`src/rtl/icache_responder.sv`:
```
// Direct-mapped instruction cache that answers PC fetches, stalling and refilling
// a whole line word-by-word from the memory port on a miss.
module icache_responder #(
    parameter int unsigned Inst_Addr_Width = 32,
    parameter int unsigned Inst_Width      = 32,
    parameter int unsigned Line_Num        = 16,
    parameter int unsigned Words_Per_Line  = 4
) (
    input  logic                       clk,
    input  logic                       rst,
    input  logic                       ce,
    input  logic [Inst_Addr_Width-1:0] pc,
    input  logic                       flush,
    output logic [Inst_Width-1:0]      inst,
    output logic                       inst_valid,
    output logic [Inst_Addr_Width-1:0] inst_pc,
    output logic                       icache_stall,
    output logic                       mem_req,
    output logic [Inst_Addr_Width-1:0] mem_addr,
    input  logic                       mem_ready,
    input  logic [Inst_Width-1:0]      mem_data
);

    localparam int unsigned OFF_W = $clog2(Words_Per_Line);
    localparam int unsigned IDX_W = $clog2(Line_Num);
    localparam int unsigned TAG_W = Inst_Addr_Width - IDX_W - OFF_W - 2;
    localparam int unsigned IDX_LO = OFF_W + 2;
    localparam int unsigned TAG_LO = IDX_W + OFF_W + 2;

    typedef enum logic [1:0] {IDLE, FILL, RESP} state_t;

    state_t state, state_nxt;

    logic [Inst_Width-1:0] data_mem [Line_Num*Words_Per_Line];
    logic [TAG_W-1:0]      tag_mem  [Line_Num];
    logic [Line_Num-1:0]   valid_q;

    logic [OFF_W-1:0]           cnt, cnt_nxt;
    logic [Inst_Addr_Width-1:0] miss_pc, miss_pc_nxt;
    logic                       flush_flag, flush_flag_nxt;

    logic [Inst_Width-1:0]      inst_nxt;
    logic [Inst_Addr_Width-1:0] inst_pc_nxt;
    logic                       inst_valid_nxt;
    logic                       stall_nxt;
    logic                       mem_req_nxt;
    logic [Inst_Addr_Width-1:0] mem_addr_nxt;
    logic                       fill_we;
    logic                       line_done;

    logic [OFF_W-1:0] req_off, miss_off;
    logic [IDX_W-1:0] req_idx, miss_idx;
    logic [TAG_W-1:0] req_tag, miss_tag;
    logic             req_hit;
    logic             unused_pc_bits;

    assign req_off  = pc[IDX_LO-1:2];
    assign req_idx  = pc[TAG_LO-1:IDX_LO];
    assign req_tag  = pc[Inst_Addr_Width-1:TAG_LO];
    assign miss_off = miss_pc[IDX_LO-1:2];
    assign miss_idx = miss_pc[TAG_LO-1:IDX_LO];
    assign miss_tag = miss_pc[Inst_Addr_Width-1:TAG_LO];
    assign req_hit  = valid_q[req_idx] && (tag_mem[req_idx] == req_tag);

    assign unused_pc_bits = ^pc[1:0];

    // Next-state and next-output logic
    always_comb begin
        state_nxt      = state;
        cnt_nxt        = cnt;
        miss_pc_nxt    = miss_pc;
        flush_flag_nxt = flush_flag;
        inst_nxt       = inst;
        inst_pc_nxt    = inst_pc;
        inst_valid_nxt = 1'b0;
        stall_nxt      = icache_stall;
        mem_req_nxt    = mem_req;
        mem_addr_nxt   = mem_addr;
        fill_we        = 1'b0;
        line_done      = 1'b0;

        case (state)
            IDLE: begin
                if (ce) begin
                    if (req_hit) begin
                        inst_nxt       = data_mem[{req_idx, req_off}];
                        inst_pc_nxt    = pc;
                        inst_valid_nxt = ~flush;
                    end else begin
                        // A redirect on the missing cycle makes the eventual response wrong-path
                        stall_nxt      = 1'b1;
                        miss_pc_nxt    = pc;
                        cnt_nxt        = '0;
                        flush_flag_nxt = flush;
                        mem_req_nxt    = 1'b1;
                        mem_addr_nxt   = {req_tag, req_idx, OFF_W'(0), 2'b00};
                        state_nxt      = FILL;
                    end
                end
            end
            FILL: begin
                if (flush) begin
                    flush_flag_nxt = 1'b1;
                end
                if (mem_req && mem_ready) begin
                    fill_we = 1'b1;
                    cnt_nxt = cnt + OFF_W'(1);
                    if (cnt == OFF_W'(Words_Per_Line - 1)) begin
                        line_done   = 1'b1;
                        mem_req_nxt = 1'b0;
                        state_nxt   = RESP;
                    end else begin
                        mem_addr_nxt = {miss_tag, miss_idx, cnt + OFF_W'(1), 2'b00};
                    end
                end
            end
            RESP: begin
                inst_nxt       = data_mem[{miss_idx, miss_off}];
                inst_pc_nxt    = miss_pc;
                inst_valid_nxt = ~flush & ~flush_flag;
                stall_nxt      = 1'b0;
                flush_flag_nxt = 1'b0;
                state_nxt      = IDLE;
            end
            default: begin
                state_nxt = IDLE;
            end
        endcase
    end

    // State, control and output registers
    always_ff @(posedge clk) begin
        if (rst) begin
            state        <= IDLE;
            cnt          <= '0;
            miss_pc      <= '0;
            flush_flag   <= 1'b0;
            valid_q      <= '0;
            inst         <= '0;
            inst_pc      <= '0;
            inst_valid   <= 1'b0;
            icache_stall <= 1'b0;
            mem_req      <= 1'b0;
            mem_addr     <= '0;
        end else begin
            state        <= state_nxt;
            cnt          <= cnt_nxt;
            miss_pc      <= miss_pc_nxt;
            flush_flag   <= flush_flag_nxt;
            inst         <= inst_nxt;
            inst_pc      <= inst_pc_nxt;
            inst_valid   <= inst_valid_nxt;
            icache_stall <= stall_nxt;
            mem_req      <= mem_req_nxt;
            mem_addr     <= mem_addr_nxt;
            if (line_done) begin
                valid_q[miss_idx] <= 1'b1;
            end
        end
    end

    // Line storage; contents are meaningless until the line's valid bit is set
    always_ff @(posedge clk) begin
        if (!rst && fill_we) begin
            data_mem[{miss_idx, cnt}] <= mem_data;
        end
        if (!rst && line_done) begin
            tag_mem[miss_idx] <= miss_tag;
        end
    end

endmodule

```
`config.mk`:
```
export PLATFORM = sky130hd
export DESIGN_NAME = icache_responder
export DESIGN_NICKNAME = d
export VERILOG_FILES = /design/src/rtl/icache_responder.sv
export SDC_FILE = /design/constraint.sdc
export NUM_CORES = 2
export LEC_CHECK = 0
export ABC_AREA = 1
export BUFFER_PORTS_ARGS = -buffer_cell sky130_fd_sc_hd__buf_4
export CAP_MARGIN = 40
export CORE_ASPECT_RATIO = 1.1
export CORE_MARGIN = 2
export CORE_UTILIZATION = 35
export CTS_CLUSTER_SIZE = 8
export DETAILED_ROUTE_END_ITERATION = 8
export PLACE_DENSITY_LB_ADDON = 0.12
export SLEW_MARGIN = 15
export SYNTH_ARGS = -nofsm -noshare
export SYNTH_HDL_FRONTEND = slang
export SYNTH_SLANG_ARGS = --single-unit
```
`constraint.sdc`:
```
create_clock -name clk -period 4.3 [get_ports clk]
set_input_delay 0.645 -clock clk [delete_from_list [all_inputs] [get_ports clk]]
set_output_delay 0.645 -clock clk [all_outputs]
set_load 0.02 [all_outputs]
```
## Word-level counts from Yosys, hierarchy flattened

Memory sizes are Yosys's and may differ from the RTL's. A register that Yosys moved wholly into a read port is not among the register bits.
Index checks and enable logic that the tools add are counted.

- Memories kept: 2
- Input bits: 69
- Register bits: 152
- Logic and storage cells: 99
- RAM bits: 2432
- Output and inout port bits: 99

Memories:

| memory | depth | width | read ports | clocked after Yosys merged registers in | wr ports | line | text |
|---|---|---|---|---|---|---|---|
| data_mem | 64 | 32 | 2 | 1 | 1 | 34 | `logic [Inst_Width-1:0] data_mem [Line_Num*Words_Per_Line];` |
| tag_mem | 16 | 24 | 1 | 0 | 1 | 35 | `logic [TAG_W-1:0] tag_mem [Line_Num];` |

- Muxes and demuxes: 48
- Eq/ne operators: 11
- Add/subtract/negate cells: 1
- Bitwise gates (word level): 5
- Reduce and logical (&&, ||, !) cells: 18
- Order comparisons: 3

Operators by type and width:

| operator | count |
|---|---|
| $mux W32 | 8 |
| $pmux W32 S2 | 3 |
| $eq A24 B24 Y1 | 1 |
| $mux W1 | 20 |
| $or A16 B16 Y16 | 1 |
| $mux W2 | 7 |
| $ne A2 B2 Y1 const B | 7 |
| $mux W6 | 2 |
| $reduce_and A4 Y1 | 3 |
| $lt A4 B5 Y1 const B | 2 |
| $reduce_and A5 Y1 | 2 |
| $reduce_and A3 Y1 | 3 |
| $pmux W2 S2 | 2 |
| $pmux W1 S2 | 3 |
| $logic_and A1 B1 Y1 | 5 |
| $bmux W1 S4 | 1 |
| $demux W1 S4 | 1 |
| $eq A2 B2 Y1 const B | 2 |
| $ge A4 B1 Y1 const B | 1 |
| $reduce_bool A2 Y1 | 2 |
| $not A1 Y1 | 3 |
| $pmux W1 S3 | 1 |
| $reduce_bool A3 Y1 | 1 |
| $add A2 B1 Y2 const B | 1 |
| 4 further kinds | 4 |

## Logic depth before layout (Yosys ltp)

- Depth in word-level cells: 7
- Mapped depth: 20
- Depth with buffers taken out: 17

## Worst setup path before layout

OpenSTA, ideal clock, no wires.

- Path type: register -> register
- Start: reg state[1]
- End: mem data_mem[48][0] (enable)
- Library setup time: 421 ps
- Period minus slack after synthesis: 3531 ps
- Path slack: 769 ps
- Data required time: 3879 ps
- Stages on the path, launching flop included: 9
- Path buffers: 2
- Arrival: 3110 ps
- Cells stage by stage: dfxtp_1 > inv_1 > ha_1 > clkbuf_1 > clkinv_1 > nor3_1 > clkbuf_1 > nand3_1 > nor2_1

- Word-level cells in the longest chain between the ends: 5

Ends and longest elaborated chain:

| what | line | text |
|---|---|---|
| from (decl) | 32 | `state_t state, state_nxt;` |
| from (signal assigned) | 146 | `state <= state_nxt;` |
| $eq A2 B1 Y1 | 82 | `case (state)` |
| $mux W1 | 82 |  |
| $logic_and A1 B1 Y1 | 164 | `if (!rst && fill_we) begin` |
| $mux W1 | 164 |  |
| $mux W1 (not written as such) | 165 | `data_mem[{miss_idx, cnt}] <= mem_data;` |
| to (decl) | 34 |  |

Every way passes these cells.

==> run_results.csv <==
group,metric,value,unit
sta,slew_headroom,32.5,%
floorplanning,io-pin-count,168,
logic_synthesis,synth_edf_count,2432,
logic_synthesis,ys_seq_elements,2588,
clocking,h-tree-depth,5,
logic_synthesis,ys_types,39,
floorplanning,fp.dieW,565,µm
global_routing,use_met1,37.9,%
global_routing,grt_pass1_wl,729,mm
placement,place_hpwl,295,mm
min_path,min_path_type,"in -> reg",
placement,routabilityCongestion,0.858,
detailed_routing,drtPass1Iterations,7,
logic_synthesis,synth_top_family_by_area,"compound AO/OA/AOI/OAI gates",
detailed_routing,routedWlPerCell,30.4,µm
cells_and_area,seq_area,76200,µm²
cells_and_area,nets,12400,
critical_path,cp-start-kind,"flop",
logic_synthesis,syn_area_per_cell,9.83,µm²
sta,slew_viol_final,0,
global_routing,gr-total-overflow,0,
logic_synthesis,synthAdderAreaFrac,0.0517,%
floorplanning,start_util,35.2,%
logic_synthesis,synthArstFlopShare,0,%
logic_synthesis,syn_inst,12300,
floorplanning,core,344000,µm²
global_routing,grt_util_met2,45.6,%
clocking,cts.path.max_buffers,4,
logic_synthesis,ys_seq_area_share,62.9,%
cells_and_area,area_delta_synth_final,16.6,%
sta,timing.final.crit_share,85.2,%
sta,worst_clock_skew,0.0467,ns
power,power.leakage,47.6,nW
logic_synthesis,synth_top_area_share,60.4,%
critical_path,setup.worst_path.class,"reg -> reg",
logic_synthesis,synthXorXnorAreaFrac,0,%
sta,timing.hold.ws,0.0830,ns
critical_path,cp_max_fo,55,
logic_synthesis,synth_largest_area_cell,"edfxtp_1",
floorplanning,die_area,350000,µm²
global_routing,antenna_found_initial,20,
global_routing,grt_use_total,28.5,%
global_routing,grt_max_degree,189,
clocking,clock_latency,0.95,ns
power,vdd.ir_drop.worst,0.000316,V
critical_path,arrival,4.53,ns
sta,timing.fmax,273,MHz
clocking,root_buffer,"clkbuf_16",
detailed_routing,drc,0,
clocking,cts_tree,"done",
sta,fin_crit,3.66,ns
logic_synthesis,synth-simple-area-share,14.6,%
sta,hold_violations,0,
sta,fin_setup_tns,0,ns
clocking,cts_setup_buffers,0,
critical_path,required,5.17,ns
detailed_routing,drt_iter0_markers,13900,
detailed_routing,viasPerCell,6.15,
cells_and_area,drive_above_1_share,9.42,%
run,max_cap_viol_count,0,
global_routing,first_global_vias,100000,
logic_synthesis,synthMuxAreaShare,0,%
global_routing,gr-max-usage-layer,"met2",
floorplanning,rows,226,
sta,grt_setup_unrepaired,"false",
critical_path,cp-end-kind,"flop",
min_path,hp-start,"pc[8]",
clocking,cts_sinks,2588,
critical_path,ff2ff_setup_slack,0.64,ns
power,p_per_area,515,nW/µm²
clocking,clk_pin_slew,0.05,ns
global_routing,met3_usage,5.07,%
logic_synthesis,synth_top_flop_cell,"edfxtp_1",
logic_synthesis,synth_compound_area_share,18.1,%
sta,worst_slew_pin_slew,1.01,ns
sta,setup_viol,0,
clocking,cts_made_buffers,362,
detailed_routing,ant_nets,0,
placement,port_buffers,165,
detailed_routing,vias,105000,
logic_synthesis,yosys-top-cells-area,"edfxtp_1 (60%), o21ai_0 (11%), nor2_1 (8.4%), o22ai_1 (4.9%), nand2_1 (3.4%)",
cells_and_area,multi_input_comb_area,40300,µm²
cells_and_area,nFillCells,32500,
detailed_routing,wl,517,mm
floorplanning,die_h,621,µm
status,status,"complete, no violations",
logic_synthesis,yosys_warnings,0,
logic_synthesis,netlist_area,121000,µm²
cells in the final DEF, fill, tap and decap left out, types with 4 or more instances in the layout:
master / count
diode_2: 7
clkbuf_16: 372
nor2_1: 2643
inv_8: 7
inv_1: 243
nand4_1: 7
clkinv_8: 7
edfxtp_1: 2432
o21a_1: 27
nand3_1: 608
buf_8: 5
or2_2: 14
o211ai_1: 74
a22oi_1: 16
a21oi_1: 62
dfxtp_1: 150
o21bai_1: 6
o31ai_1: 4
clkbuf_1: 115
nor2_4: 81
o221ai_1: 202
o22ai_1: 941
dfxtp_4: 5
nand2_1: 1110
dlygate4sd3_1: 24
inv_6: 6
o21ai_1: 34
o21ai_0: 2556
buf_12: 200
buf_4: 451
nor3_1: 9
flip-flops by register name (all words and copies together) (netlist names), named ones only:
signal	cells
inst_valid	1
tag_mem	384
flush_flag	1
mem_addr	30
mem_req	1
inst	32
valid_q	16
miss_pc	32
inst_pc	32
data_mem	2048
cnt	2
icache_stall	1
state	2
through the flow:
stage	worst slack, ns	std cells	util [%]	total power, mW	cell area, µm²
final	0.636	17000	41.0	72.7	141000
after global placement	0.342	16500	38.0	46.0	131000
after CTS	0.704	17000	41.0	72.6	141000
after global routing	0.552	17000	41.0	75.1	141000
after detailed placement	0.358	16500	38.0	46.2	131000
after floorplan	0.769	12300	-	38.3	121000
cells by family (layout without fill, tap and decap cells):
kind of cell,count (synthesis),after routing
AND/OR/NAND/NOR,4482,4482
AO/OA/AOI/OAI,3928,3928
flip-flops,2588,2588
buffers and inverters,1300,1447
adder cells (fa/ha/maj),5,5
other,1,9
cells in the mapped netlist (6+ instances only):
cell type,count
or2_2,14
dfxtp_1,156
nand4_1,7
nor3_1,9
buf_4,7
o21ai_1,34
o21a_1,27
a21oi_1,62
a22oi_1,16
edfxtp_1,2432
o21bai_1,6
nand2_1,1111
buf_2,158
buf_1,77
inv_1,250
clkbuf_1,796
o21ai_0,2556
nand3_1,608
o22ai_1,941
o211ai_1,74
o221ai_1,202
nor2_1,2723
per-layer routing:
| layer | part of all wire [%] | routed length [µm] |
|---|---|---|
| met3 | 9.8 | 50900 |
| met2 | 46 | 235000 |
| met5 | 0.021 | 107 |
| met4 | 4.6 | 23900 |
| met1 | 40 | 206000 |
repair_timing:
action | CTS | global route
resized for setup | 0 | 0
endpoints found under the hold margin | 24 | 0
hold buffers | 24 | 0
worst max-delay path, cell delays in order, from the launching register on:
cell      delay, ns
dfxtp_4        0.46
buf_16         0.24
inv_8          0.61
buf_4          0.36
buf_4          0.26
o21ai_0        0.12
o22ai_1        0.14
o21a_1         0.13
o21ai_0        0.07
nand3_1        0.08
o211ai_1       0.30
o21ai_0        0.28
nand2_1        0.18
nand3_1        0.14
nand2_1        0.06
nor2_1         0.10
worst paths after layout:
check | end | cells after the start
max reg2reg | inst[30] | 15
min | miss_pc[8] | 3
max | inst[30] | 15
min reg2reg | flop | 2
area by class of cell:
class / instances / share of cell area [%]
Sequential cell: 2588 / 54.0
Timing Repair Buffer: 684 / 5.51
Tap cell: 4560 / 4.04
Inverter: 259 / 0.746
Antenna cell: 7 / 0.0124
Clock inverter: 17 / 0.177
Clock buffer: 487 / 6.91
Multi-Input combinational cell: 8417 / 28.6
where the power goes:
group	internal [mW]	switching, mW
Combinational	4.78	12.6
Clock	15.6	10.9
Sequential	28.1	0.699
Total	48.5	24.2
(Power assumes the default switching activity.)
